==> src/rtl/mux4_rr_arbiter_if.sv <==
`default_nettype none
// ============================================================================
// Module   : mux4_rr_arbiter_if
// Brief    : Request/grant and mux-select bundle between four requesters and
//            the round-robin arbiter that steers the shared 4:1 data mux.
// Revision : 1.0 - initial release
// ============================================================================
interface mux4_rr_arbiter_if;
  logic [3:0] REQ;
  logic [3:0] GNT;
  logic       S0;
  logic       S1;
  logic       BUS_VALID;
  logic       LAST_BEAT;

  // Arbiter side: consumes requests, drives grant and mux select.
  modport master (
    input  REQ,
    output GNT,
    output S0,
    output S1,
    output BUS_VALID,
    output LAST_BEAT
  );

  // Requester side.
  modport slave (
    output REQ,
    input  GNT,
    input  S0,
    input  S1,
    input  BUS_VALID,
    input  LAST_BEAT
  );
endinterface
`default_nettype wire

==> src/rtl/mux4_rr_arbiter.sv <==
`default_nettype none
// ============================================================================
// Module   : mux4_rr_arbiter
// Brief    : Round-robin arbiter for a shared 4-bit 4:1 mux with a per-tenure
//            beat limit and a fixed turnaround gap between owners.
// Revision : 1.0 - initial release
// ============================================================================
module mux4_rr_arbiter #(
  parameter int MAX_BEATS  = 8,
  parameter int GAP_CYCLES = 1
) (
  input  wire logic         CLK,
  input  wire logic         RST,
  mux4_rr_arbiter_if.master bus
);

  typedef enum logic [1:0] {
    ST_IDLE  = 2'd0,
    ST_GRANT = 2'd1,
    ST_GAP   = 2'd2
  } state_t;

  localparam logic [3:0] c_max_beats   = 4'(MAX_BEATS);
  localparam logic [3:0] c_gap_cycles  = 4'(GAP_CYCLES);
  localparam logic       c_single_beat = (MAX_BEATS == 1);

  state_t     r_state;
  logic [3:0] r_gnt;
  logic [1:0] r_sel;
  logic       r_valid;
  logic       r_last;
  logic [3:0] r_beat;
  logic [3:0] r_gap;
  logic [1:0] r_ptr;

  logic       w_any;
  logic [1:0] w_win;
  logic       w_release;
  logic       w_gap_done;

  // First requester found scanning ptr, ptr+1, ptr+2, ptr+3 (mod 4).
  function automatic logic [1:0] f_pick(input logic [3:0] req, input logic [1:0] ptr);
    logic [1:0] idx;
    f_pick = ptr;
    for (int i = 3; i >= 0; i--) begin
      idx = ptr + 2'(i);
      if (req[idx]) f_pick = idx;
    end
  endfunction

  always_comb begin
    w_any      = |bus.REQ;
    w_win      = f_pick(bus.REQ, r_ptr);
    w_release  = !bus.REQ[r_sel] || (r_beat == c_max_beats);
    w_gap_done = (r_gap == c_gap_cycles);
  end

  always_ff @(posedge CLK or posedge RST) begin
    if (RST) begin
      r_state <= ST_IDLE;
      r_gnt   <= 4'b0000;
      r_sel   <= 2'd0;
      r_valid <= 1'b0;
      r_last  <= 1'b0;
      r_beat  <= 4'd0;
      r_gap   <= 4'd0;
      r_ptr   <= 2'd0;
    end else begin
      case (r_state)
        ST_IDLE: begin
          if (w_any) begin
            r_state <= ST_GRANT;
            r_gnt   <= 4'b0001 << w_win;
            r_sel   <= w_win;
            r_valid <= 1'b1;
            r_beat  <= 4'd1;
            r_last  <= c_single_beat;
          end
        end

        ST_GRANT: begin
          // Owner drop and beat-limit expiry collapse into one release.
          if (w_release) begin
            r_state <= ST_GAP;
            r_gnt   <= 4'b0000;
            r_valid <= 1'b0;
            r_last  <= 1'b0;
            r_ptr   <= r_sel + 2'd1;
            r_gap   <= 4'd1;
          end else begin
            r_beat  <= r_beat + 4'd1;
            r_last  <= ((r_beat + 4'd1) == c_max_beats);
          end
        end

        ST_GAP: begin
          if (w_gap_done) begin
            if (w_any) begin
              r_state <= ST_GRANT;
              r_gnt   <= 4'b0001 << w_win;
              r_sel   <= w_win;
              r_valid <= 1'b1;
              r_beat  <= 4'd1;
              r_last  <= c_single_beat;
            end else begin
              r_state <= ST_IDLE;
            end
          end else begin
            r_gap <= r_gap + 4'd1;
          end
        end

        default: r_state <= ST_IDLE;
      endcase
    end
  end

  // Select lines are only written on a new grant, so they hold through GAP/IDLE.
  assign bus.GNT       = r_gnt;
  assign bus.S1        = r_sel[1];
  assign bus.S0        = r_sel[0];
  assign bus.BUS_VALID = r_valid;
  assign bus.LAST_BEAT = r_last;

endmodule
`default_nettype wire

==> src/flat_wrapper.sv <==
// flat-port wrapper written by rule: the top's interface ports become plain ports
module mux4_rr_arbiter_flat 
#(
  parameter int MAX_BEATS  = 8,
  parameter int GAP_CYCLES = 1
)
  (CLK, RST, bus_REQ, bus_GNT, bus_S0, bus_S1, bus_BUS_VALID, bus_LAST_BEAT);
  mux4_rr_arbiter_if bus_i ();
  input  wire logic CLK;
  input  wire logic RST;
  input wire logic [$bits(bus_i.REQ)-1:0] bus_REQ;
  output wire logic [$bits(bus_i.GNT)-1:0] bus_GNT;
  output wire logic [$bits(bus_i.S0)-1:0] bus_S0;
  output wire logic [$bits(bus_i.S1)-1:0] bus_S1;
  output wire logic [$bits(bus_i.BUS_VALID)-1:0] bus_BUS_VALID;
  output wire logic [$bits(bus_i.LAST_BEAT)-1:0] bus_LAST_BEAT;
  assign bus_i.REQ = bus_REQ;
  assign bus_GNT = bus_i.GNT;
  assign bus_S0 = bus_i.S0;
  assign bus_S1 = bus_i.S1;
  assign bus_BUS_VALID = bus_i.BUS_VALID;
  assign bus_LAST_BEAT = bus_i.LAST_BEAT;
  mux4_rr_arbiter #(.MAX_BEATS(MAX_BEATS), .GAP_CYCLES(GAP_CYCLES)) u_core (.CLK(CLK), .RST(RST), .bus(bus_i));
endmodule
==> config.mk <==
export PLATFORM = sky130hd
export DESIGN_NAME = mux4_rr_arbiter_flat
export DESIGN_NICKNAME = d
export VERILOG_FILES = /design/src/rtl/mux4_rr_arbiter_if.sv /design/src/rtl/mux4_rr_arbiter.sv /design/src/flat_wrapper.sv
export SDC_FILE = /design/constraint.sdc
export NUM_CORES = 1
export LEC_CHECK = 0
export CAP_MARGIN = 20
export CORE_MARGIN = 8
export CORE_UTILIZATION = 40
export DETAILED_ROUTE_END_ITERATION = 8
export PLACE_DENSITY_LB_ADDON = 0.05
export SLEW_MARGIN = 5
export SYNTH_ARGS = -nofsm -noshare
export SYNTH_HDL_FRONTEND = slang
export SYNTH_SLANG_ARGS = --single-unit
==> constraint.sdc <==
create_clock -name CLK -period 2.85 [get_ports CLK]
set_input_delay 0.4275 -clock CLK [delete_from_list [all_inputs] [get_ports CLK]]
set_output_delay 0.4275 -clock CLK [all_outputs]
set_load 0.02 [all_outputs]
==> results by stage, run 1 <==
Global route:
- Entering global routing, the biggest net connects 21 pins.
- The combined global-route utilization of all metal layers is between 10% and 20%.
- The wire length of the first global-routing pass is 4720 µm.
- The number of global-route vias before repair is 1000.
- For this run the aggregate overflow at the end of global routing stands at 0.
- The number of antenna violations at the first check in global routing came to 0.

CTS:
- Clock latency on the worst-skew pair, taken at its later pin, is ~0.3 ns.
- The hold-fix buffer count after cts is 0.
- The clock root buffer is clkbuf_4.
- After clock tree synthesis, the setup repair step added 0 buffers.
- The number of clock buffers added by TritonCTS is 3.
- The TritonCTS clock tree is done.
- After clock tree synthesis, the clock-pin slew on the worst setup and hold paths is approximately 0.12 ns.
- The clock sink count is 20.
- The number of gates resized after CTS is 0.
- In this run the deepest clock path goes through 2 buffers.
- In this run the number of H-tree levels came out at 1.

Floorplanning:
- The number of top-level pins is 14.
- After floorplanning, the core was divided into 20 placement rows.
- The floorplan die width is 72.5 µm.
- The die is ~73 µm tall.
- Once the floorplan was initialized, standard cells occupied 41.8% of the core.
- The core region is about 3000 µm².
- The die covers 5260 µm².

Yosys:
- Of the post-synthesis cell area, the dominant cell type holds 39.2%.
- The share of async-settable or async-resettable flops after synthesis is 100%.
- The synthesized area per cell is roughly 10 µm².
- During synthesis, Yosys emitted a total of 0 warnings.
- Of the synthesized area, sequential elements account for 39.2%.
- The cell area after technology mapping is 1280 µm².
- The most frequently used flop master after synthesis is dfrtp_1.
- Ranked by total cell area, the synthesized netlist is headed by dfrtp_1, ha_1, a32o_1.
- The synthesized netlist net count is 138.
- The most area-hungry cell type in the Yosys netlist is dfrtp_1.
- The number of flops mapped to enable cells by yosys is 0.
- The synthesized design contains 20 register bits.
- The post-synthesis instance total is 122.
- In this run, distinct cell masters in the synthesized netlist total 46.

Setup path:
- The signal on the critical path passes through inv_1 -> ha_1 -> or3b_4 -> a2111oi_4 -> a21oi_2 -> a221o_1.
- The critical register-to-register path endpoint is u_core.r_beat[2].
- The highest fanout seen on the critical path is 5.
- STA puts the critical path data arrival time at 2.33 ns.
- The critical path startpoint category is a flip-flop.
- For this design, the slowest cell found on the critical path is a2111oi_4.
- The delay of the slowest cell on the worst path is 0.54 ns.
- The source of the worst register-to-register timing path is u_core.r_gap[1].
- The critical path class is flip-flop to flip-flop.
- Broken down by cell family, the worst path's largest delay share belongs to compound AO/OA/AOI/OAI gates.
- The endpoint kind of the worst setup timing path is a flip-flop.
- Data on the critical path is required at its endpoint by 3.05 ns.
- The setup slack of the most critical reg-to-reg path is 0.72 ns.
- The number of cells on the worst reg-to-reg path is 6.
- The count of buffering cells on the critical path with inverters included is 1.

Final layout:
- The layout cell share with drive strength beyond 1 is 12.3%.
- Summing all flip-flop and latch instances after layout gives about 500 µm².
- The final-layout fill cell count is 302.
- The number of diodes added for antenna fixing is 0.
- Summing all multi-input logic gate instances after layout gives 728 µm².
- The number of nets in the final layout is 156.
- The top cell types in the final layout, fill and taps aside, are dfrtp_1, clkdlybuf4s50_1, inv_1, ha_1.
- Cells fill between 40% and 50% of the core in the end.
- The library cell used most frequently in the layout, excluding fill and tap cells, is dfrtp_1.
- From synthesis to final layout, the design area changed by 16.0%.
- The post-route cell area is about 1500 µm².

STA:
- The number of hold-slack violations in the final timing report was 0.
- At the pin with the least slew margin, the transition time is 0.769 ns.
- The final count of pins violating max slew is 0.
- Hold is met by 0.504 ns.
- The final worst-path cycle share is about three quarters.
- The remaining max-slew budget at the tightest pin is between 40% and 50%.
- For this run, the top clock speed supported by timing is 0.469 GHz.
- The post-route setup TNS is 0 ns.
- The minimum clock period is 2.13 ns.
- The final setup violation count is 0.
- The post-route clock skew is about 0.011 ns.
- Setup repair after global routing left no endpoint under its margin.

Power:
- The static leakage power is 0.628 nW.
- The cell area power density is ~900 nW/µm².
- The worst vdd rail ir drop is ~0.00037 V.
- Summing internal, switching and leakage power gives 1.31 mW.

Drt:
- Before antenna repair, the detailed router went through 4 iterations.
- The vias after detailed routing is 989.
- In the final routed layout, each cell accounts on average for 15.1 µm.
- The violation count after the first detailed-route iteration is 41.
- The remaining number of nets flagged by the antenna check after routing is 0.
- The total routed wirelength is between 2000 and 3000 µm.
- In the routed design, unresolved DRC markers number 0.
- In the routed layout, each cell is associated on average with a via count of 5.43.

Placement:
- Once detailed placement completed, the half-perimeter wirelength came to 2130 µm.
- The count of input and output buffers is 13.
- In this run the cell area measured after placement is 1460 µm².
- At the end of routability-driven placement, the weighted congestion stood at between 0.8 and 0.9.

Flow run:
- The tool flagged a number of max-cap violations equal to 0.

Min path:
- The worst hold path begins at u_core.bus.GNT[2].
- Along the worst hold path, the cell count comes to 1.
- For hold timing, the worst endpoint is u_core.bus.GNT[2].
- The worst hold path belongs to the class flip-flop to flip-flop.

Run status:
- The run finished with clean final reports.
[state kept, by name (all words and copies together) (netlist names)]
name                  flops
u_core.r_ptr              2
u_core.r_state            2
u_core.bus.GNT            4
u_core.r_beat             4
u_core.r_gap              4
u_core.r_sel              2
u_core.bus.BUS_VALID      1
u_core.bus.LAST_BEAT      1
[kinds of logic (layout without fill, tap and decap cells)]
| kind of cell | after synthesis | after routing | share of synthesized area, % |
|---|---|---|---|
| AOI/OAI and AO/OA | 39 | 39 | 24.6 |
| and+or+nand+nor | 35 | 35 | 15.7 |
| DFF | 20 | 20 | 39.2 |
| buffers and inverters | 11 | 27 | 3.82 |
| adders and majority gates | 10 | 10 | 9.79 |
| muxes | 6 | 6 | 6.27 |
| xor gates and xnor gates | 1 | 1 | 0.686 |
[stage by stage]
stage | worst slack, ns | std cells
finish | 0.716 | 182
global route | 0.527 | 182
CTS | 0.703 | 182
detailed placement | 0.441 | 179
global placement | 0.476 | 179
floorplan | 0.902 | 122
[final cells by class]
cell class | instances | share of cell area, %
clock buffer | 3 | 1.52
tap | 44 | 3.72
inverter | 10 | 2.53
timing repair buffer | 14 | 9.29
multi-input combinational | 91 | 49.2
sequential | 20 | 33.8
[layer usage]
layer,routed length [µm],vias to the layer above,part of all wire (%),global-route usage (%)
met3,116,2,4.2,3.31
met4,13,0,0.47,2.67
li1,-,494,-,-
met5,0,-,0,0
met2,1240,13,45,17.1
met1,1380,480,50,14.6
[cell usage after synthesis (2+ instances only)]
cell and n:
inv_1 10, nor2b_1 3, nand2_1 6, nand3_1 5, a211o_1 2, nor3_1 2
ha_1 10, a21oi_1 6, nor2_1 6, mux2i_1 2, mux2_2 2, and2_1 3
o21ai_0 6, dfrtp_1 20, a32o_1 6, o22ai_1 2, o211ai_1 2
[worst max path at each step]
stage / end / start / cells after the start / slack [ns]
after global placement: u_core.r_beat[2] / bus_REQ[1] / 6 / 0.48
after floorplan: u_core.r_beat[2] / u_core.r_gap[1] / 6 / 0.90
final: u_core.r_beat[2] / u_core.r_gap[1] / 6 / 0.72
after global routing: u_core.bus.GNT[3] / u_core.r_gap[1] / 6 / 0.53
after CTS: u_core.bus.GNT[3] / u_core.r_gap[1] / 6 / 0.70
after detailed placement: u_core.r_state[1] / bus_REQ[1] / 5 / 0.44
[where the power goes]
part           total (mW)  switching [mW]  internal [mW]
clock network       0.138          0.0884         0.0492
registers           0.456          0.0930          0.363
logic               0.716           0.374          0.342
total                1.31           0.556          0.754
Power figures use the tool's default switching activity.
==> run 2, diff against run 1 <==
==> constraint.sdc (replaced) <==
create_clock -name CLK -period 1.9 [get_ports CLK]
set_input_delay 0.285 -clock CLK [delete_from_list [all_inputs] [get_ports CLK]]
set_output_delay 0.285 -clock CLK [all_outputs]
set_load 0.02 [all_outputs]
==> run 2 against run 1 <==
Compared with the run above:
- first-iteration DRC count fell by 9.8%
- critical path depth stayed put
- die area is the same
- largest cell class unchanged
- sequential share of layout area fell by 5.1 points
- clock-buffer cell count up 1
- largest power group unchanged
==> results by stage, run 2 (synthesized netlist as in run 1, its figures left out) <==
Final layout:
- The post-route cell area is 1750 µm² (+18%).
- In the layout the commonest cells are buf_4, dfrtp_1, clkdlybuf4s50_1.
- The final-layout fill cell count is 279 (-7.6%).
- The layout cell share with drive strength beyond 1 is 32.5% (+20 points).
- Relative to the synthesized area, the layout overhead comes to 37.0%.
- The number of nets in the final layout was 186 (+19%).
- The commonest non-fill, non-tap cell in the layout is buf_4.
- The number of diodes added for antenna fixing is 0 (unchanged).

Power:
- The cell area power density is 1270 nW/µm² (+44%).
- The static leakage power is 0.783 nW (+25%).
- The worst vdd rail ir drop is 0.000668 V (+80%).
- The total power consumption of the routed design is 2.23 mW (+70%).

Floorplanning:
- The overall die area was 5260 µm² (unchanged).
- The standard cell core area was 3050 µm² (unchanged).
- The floorplan die width is 72.5 µm (unchanged).
- The row count is 20 (unchanged).
- The number of top-level pins is 14 (unchanged).
- The overall die height came to 72.5 µm (unchanged).
- The starting density of the core came to 41.8% (unchanged).

CTS:
- The worst-case clock buffer depth came to 2 (unchanged).
- The CTS clock-pin slew for the worst setup and hold paths is 0.12 ns (about the same).
- The clock root buffer is clkbuf_4.
- The clock insertion delay at the later pin of the skew report was 0.30 ns (about the same).
- The number of clock buffers inserted by TritonCTS is 3 (unchanged).
- The clock sink count came to 20 (unchanged).
- The CTS H-tree depth is 1 (unchanged).
- TritonCTS built the clock tree.

STA:
- The remaining max-slew budget at the tightest pin was 76.0% (+27 points).
- The number of hold-slack violations in the final timing report is 0 (unchanged).
- The maximum frequency from static timing analysis is 0.528 GHz (+13%).
- The minimum clock period came to 1.90 ns (-0.238 ns).
- The final setup violation count is 0 (unchanged).
- The final count of pins violating max slew is 0 (unchanged).
- The slew at the pin closest to its max-slew limit is 0.358 ns (-0.411 ns).
- The post-route clock skew came to 0.00413 ns (-0.00661 ns).
- The final worst-path cycle share is 99.8% (+25 points).
- Setup repair after global routing could not meet its margin everywhere.

Drt:
- The violation count after the first detailed-route iteration is 37 (-9.8%).
- The number of search-and-repair iterations in the first detailed-routing pass is 4 (unchanged).
- The detail-routed net length per standard cell was 14.0 µm (-6.9%).
- The vias after detailed routing is 1125 (+14%).
- The total routed wirelength is 2990 µm (+9.0%).
- The final routed DRC violation total is 0 (unchanged).
- The detailed-route vias per instance is 5.28 (-2.8%).
- The remaining number of nets flagged by the antenna check after routing is 0 (unchanged).

Placement:
- The count of input and output buffers is 13 (unchanged).
- The area after detailed placement is 1630 µm² (+11%).
- The routability-driven placement congestion ratio is 0.838 (+1.9%).
- The detailed-placement wirelength estimate came to 2230 µm (+4.8%).

Flow run:
- The max capacitance violation total is 0 (unchanged).

Setup path:
- The critical path class is flip-flop to flip-flop.
- The critical path startpoint category is a flip-flop.
- The endpoint kind of the worst setup timing path is a flip-flop.
- The endpoint required time on the critical path is 2.10 ns (-0.95 ns).
- The setup slack of the most critical reg-to-reg path is 0.004 ns (-0.71 ns).
- The worst path arrival time came to 2.09 ns (-0.24 ns).
- The highest fanout seen on the critical path came to 4 (-1).
- Traced cell by cell, the critical path runs through inv_2 -> ha_4 -> or3b_4 -> and2_4 -> a211o_1 -> mux2_4.
- The delay of the slowest cell on the worst path was 0.41 ns (-0.13 ns).
- The worst-path cell with the longest stage delay is dfrtp_1.

Global route:
- The number of global-route vias before repair was 1102 (+10%).
- The number of antenna violations at the first check in global routing came to 0 (unchanged).
- The total global routing overflow is 0 (unchanged).
- The combined global-route utilization of all metal layers was 12.0% (+0.92 points).
- The pin count of the biggest net entering global routing is 21 (unchanged).
- The wire length of the first global-routing pass is 5090 µm (+7.8%).

Min path:
- The worst hold path belongs to the class input pin to async pin.

Run status:
- The run finished with clean final reports.
## run 2: cell count changes in the layout (fill, tap and decap cells not counted), sizes merged
cell,delta
buf,+30
clkbuf,+1
## run 2: power breakdown
group / switching (mW) / total (mW) / internal [mW]
clock network: 0.139 / 0.256 / 0.117
logic: 0.625 / 1.31 / 0.683
registers: 0.122 / 0.668 / 0.546
total: 0.885 / 2.23 / 1.35
## run 2: final timing paths
kind,from,endpoint,depth (start not counted)
worst min-delay path,RST,u_core.bus.GNT[1],3
max in group asynchronous,RST,u_core.r_sel[1],3
worst min register to register,u_core.bus.GNT[2],u_core.bus.GNT[2],1
worst max-delay path,u_core.r_gap[1],u_core.r_state[1],6
min in group CLK,u_core.bus.GNT[2],u_core.bus.GNT[2],1
worst max register to register,u_core.r_gap[1],u_core.r_state[1],6
## run 2: through the flow
step / setup WS [ns] / cells / utilization [%] / TNS (ns) / hold WS (ns)
CTS: -0.0287 / 209 / 55.7 / -0.127 / 0.299
detailed placement: -0.239 / 201 / 53.2 / -2.92 / 0.482
global route: -0.0594 / 213 / 57.3 / -0.172 / 0.331
floorplan: -0.0136 / 122 / - / -0.0136 / 0.249
global placement: -0.196 / 201 / 53.2 / -2.47 / 0.479
finish: 0.00441 / 213 / 57.3 / 0 / 0.298
## run 2: critical path, delay by kind of cell (launching register included)
kind | cells | cell delay (ns)
compound gates | 1 | 0.30
buf+inv | 1 | 0.08
simple gates | 2 | 0.58
fa+ha+maj | 1 | 0.12
flops | 1 | 0.41
mux | 1 | 0.31
## run 2: timing repair
action	in CTS	in global routing
buffers inserted	4	5
hold buffers	0	0
resized for setup	2	6
endpoints found under the setup margin	6	12
pin swaps	4	7
## run 2: layout make-up
class / count / area (µm²) / share of cell area [%]
well taps: 44 / 55.1 / 3.15
repair buffers: 44 / 363 / 20.7
clock buffers: 4 / 36.3 / 2.07
flip-flops and latches: 20 / 502 / 28.7
inverters: 10 / 37.5 / 2.14
multi-input cells: 91 / 757 / 43.2
## run 2: metal layers
layer	track usage [%]	share of wire [%]	vias to the layer above
li1	-	-	554
met1	15.1	49	554
met2	19.2	48	15
met3	3.58	2.3	2
met4	3.33	0.64	0
met5	0	0	-
==> run 3, diff against run 2 <==
--- a/config.mk
+++ b/config.mk
@@ -6,6 +6,7 @@
 export NUM_CORES = 1
 export LEC_CHECK = 0
 export CAP_MARGIN = 20
+export CORE_ASPECT_RATIO = 0.9
 export CORE_MARGIN = 8
 export CORE_UTILIZATION = 40
 export DETAILED_ROUTE_END_ITERATION = 8
==> run 3 against run 2 <==
Compared with the run above:
- sequential share of layout area up 0.48 points
- cell area down 1.6%
- the run now ends with setup timing left
- die area about the same
- sequential cell count unchanged
- largest cell class unchanged
- highest routed layer unchanged
- sequential power down 3.1%
==> results by stage, run 3 (synthesized netlist as in run 1, its figures left out) <==
Run status:
- The flow ran to the end, but the final reports show violations.
- The final reports fail on setup timing.

Final layout:
- In the layout the commonest cells are buf_4, dfrtp_1, clkdlybuf4s50_1.
- The post-route cell area was 1720 µm² (-1.6%).
- Compared with the post-synthesis result, the final layout area differs by 34.8%.
- The utilization after layout came to 56.6% (-0.76 points).
- The number of nets in the final layout came to 181 (-2.7%).
- The library cell used most frequently in the layout, excluding fill and tap cells, is buf_4.
- The number of diodes added for antenna fixing is 0 (unchanged).
- The layout cell share with drive strength beyond 1 was 30.5% (-2.1 points).
- The filler-free cell count of the finished design is 206 (-3.3%).

Power:
- The internal power is 1.47 mW (+8.9%).
- The cell area power density is 1370 nW/µm² (+7.7%).
- The worst vdd rail ir drop is 0.000624 V (-6.5%).
- The clock group share of total power was 15.2% (+3.7 points).
- The total power consumption of the routed design is 2.36 mW (+5.9%).
- The combinational group share of total power is 57.4% (-1.2 points).
- The static leakage power is 0.770 nW (-1.7%).
- The switching power is 0.898 mW (+1.4%).
- The part of the total power dissipated in sequential elements was 27.4% (-2.5 points).
- The share of total power consumed by net switching is 38.0% (-1.7 points).

STA:
- The slew at the pin closest to its max-slew limit is 0.549 ns (+0.191 ns).
- The maximum frequency from static timing analysis is 0.525 GHz (-0.51%).
- The number of hold-slack violations in the final timing report was 0 (unchanged).
- The final worst-path cycle share was 100% (+0.52 points).
- The final count of pins violating max slew is 0 (unchanged).
- The final setup violation count was 1 (+1).
- The minimum clock period is 1.91 ns (+0.00981 ns).
- The remaining max-slew budget at the tightest pin came to 63.4% (-13 points).
- The post-route setup TNS was -0.00540 ns (-0.00540 ns).
- Setup repair after global routing could not meet its margin everywhere.
- The post-route clock skew is 0.00142 ns (-0.00270 ns).
- The post-route worst setup slack came to -0.00540 ns (-0.00981 ns).
- The minimum hold slack is 0.309 ns (+0.0103 ns).

Global route:
- The total global routing overflow came to 0 (unchanged).
- The combined global-route utilization of all metal layers was 11.8% (-0.15 points).
- The wire length of the first global-routing pass came to 4840 µm (-4.8%).
- The met2 routing resource usage after global routing is 16.8% (-2.4 points).
- The number of global-route vias before repair is 1027 (-6.8%).
- The met1 track demand over resource is 16.6% (+1.5 points).
- The number of antenna violations at the first check in global routing was 0 (unchanged).
- The pin count of the biggest net entering global routing is 15 (-29%).
- The routing usage on met3 was 4.34% (+0.75 points).
- In this run the most used layer during global routing was met2.

Drt:
- The number of search-and-repair iterations in the first detailed-routing pass is 4 (unchanged).
- The vias after detailed routing came to 1075 (-4.4%).
- The total routed wirelength is 2910 µm (-2.7%).
- The detail-routed net length per standard cell is 14.1 µm (+0.60%).
- The final routed DRC violation total was 0 (unchanged).
- The detailed-route vias per instance is 5.22 (-1.2%).
- The violation count after the first detailed-route iteration is 46 (+24%).
- The remaining number of nets flagged by the antenna check after routing is 0 (unchanged).

Setup path:
- The endpoint kind of the worst setup timing path is a flip-flop.
- The source of the worst register-to-register timing path is u_core.r_gap[1].
- The number of cells traversed by the worst register-to-register path came to 6 (unchanged).
- The endpoint of the most critical setup path is u_core.r_beat[2].
- The highest fanout seen on the critical path was 4 (unchanged).
- In this run the worst setup path begins at u_core.r_gap[1].
- The worst path arrival time is 2.11 ns (+0.02 ns).
- The critical path class is flip-flop to flip-flop.
- The critical path startpoint category is a flip-flop.
- The endpoint required time on the critical path is 2.11 ns (about the same).
- The setup slack of the most critical reg-to-reg path is -0.005 ns (about the same).
- The critical register-to-register path endpoint is u_core.r_beat[2].

CTS:
- The CTS clock-pin slew for the worst setup and hold paths is 0.12 ns (about the same).
- The clock sink count is 20 (unchanged).
- The CTS H-tree depth is 1 (unchanged).
- The number of clock buffers inserted by TritonCTS is 3 (unchanged).
- The cell sitting at the root of the clock tree is a clkbuf_4.
- The worst-case clock buffer depth came to 2 (unchanged).
- The TritonCTS clock tree is done.
- The clock insertion delay at the later pin of the skew report is 0.31 ns (about the same).

Placement:
- The cell count after placement is 197 (-2.0%).
- The detailed-placement wirelength estimate is 2250 µm (+0.79%).
- The routability-driven placement congestion ratio is 0.840 (+0.25%).
- The count of input and output buffers is 13 (unchanged).
- The worst setup timing slack at the placement stage is -0.199 ns (+0.0395 ns).
- The area after detailed placement is 1610 µm² (-1.1%).

Floorplanning:
- The number of top-level pins is 14 (unchanged).
- The overall die area is 5260 µm² (about the same).
- The overall die height was 69.6 µm (-4.0%).
- The row count is 19 (-5.0%).
- The starting density of the core is 42.0% (+0.14 points).
- The standard cell core area came to 3040 µm² (-0.33%).
- The floorplan die width is 75.6 µm (+4.2%).

Min path:
- The path class of the tightest hold or removal check is input pin to async pin.

Flow run:
- The max capacitance violation total is 0 (unchanged).
## run 3: area by class of cell
class,count,area [µm²]
fill,294,1320
multi-input combinational,91,752
sequential,20,502
timing repair buffer,39,325
tap,42,52.6
inverter,10,37.5
clock inverter,1,30.0
clock buffer,3,22.5
## run 3: per-layer routing
layer | wire length [µm] | part of all wire, % | up-vias
li1 | - | - | 549
met1 | 1450 | 50 | 505
met2 | 1290 | 44 | 17
met3 | 144 | 5.0 | 4
met4 | 26 | 0.89 | 0
met5 | 0 | 0 | -
## run 3: what timing repair did
item / 4_1_cts / 5_1_grt
hold buffers: 0 / 0
pin swaps: 0 / 6
endpoints found under the setup margin: 3 / 13
gates resized for setup: 1 / 6
setup buffers: 0 / 6
## run 3: worst max-delay path: stages, from the launching register on
cell       delay [ns]
dfrtp_1          0.41
inv_2            0.08
ha_4             0.11
or3b_4           0.40
a2111oi_4        0.40
a21oi_2          0.09
a221o_1          0.32
## run 3: worst min path at each step
stage,startpoint,end,slack (ns)
2_1_floorplan,RST,u_core.bus.BUS_VALID,0.25
3_3_place_gp,u_core.bus.GNT[3],u_core.bus.GNT[3],0.48
3_5_place_dp,u_core.bus.GNT[0],u_core.bus.GNT[0],0.48
4_1_cts,RST,u_core.bus.GNT[0],0.33
5_1_grt,RST,u_core.r_ptr[0],0.38
6_report,RST,u_core.bus.GNT[2],0.31
## run 3: power groups by stage
stage	registers (mW)	logic [mW]	clock network, mW
finish	0.647	1.36	0.359
CTS	0.652	1.30	0.374
global route	0.665	1.49	0.392
floorplan	0.727	0.729	0
global placement	0.657	1.28	0
detailed placement	0.661	1.29	0
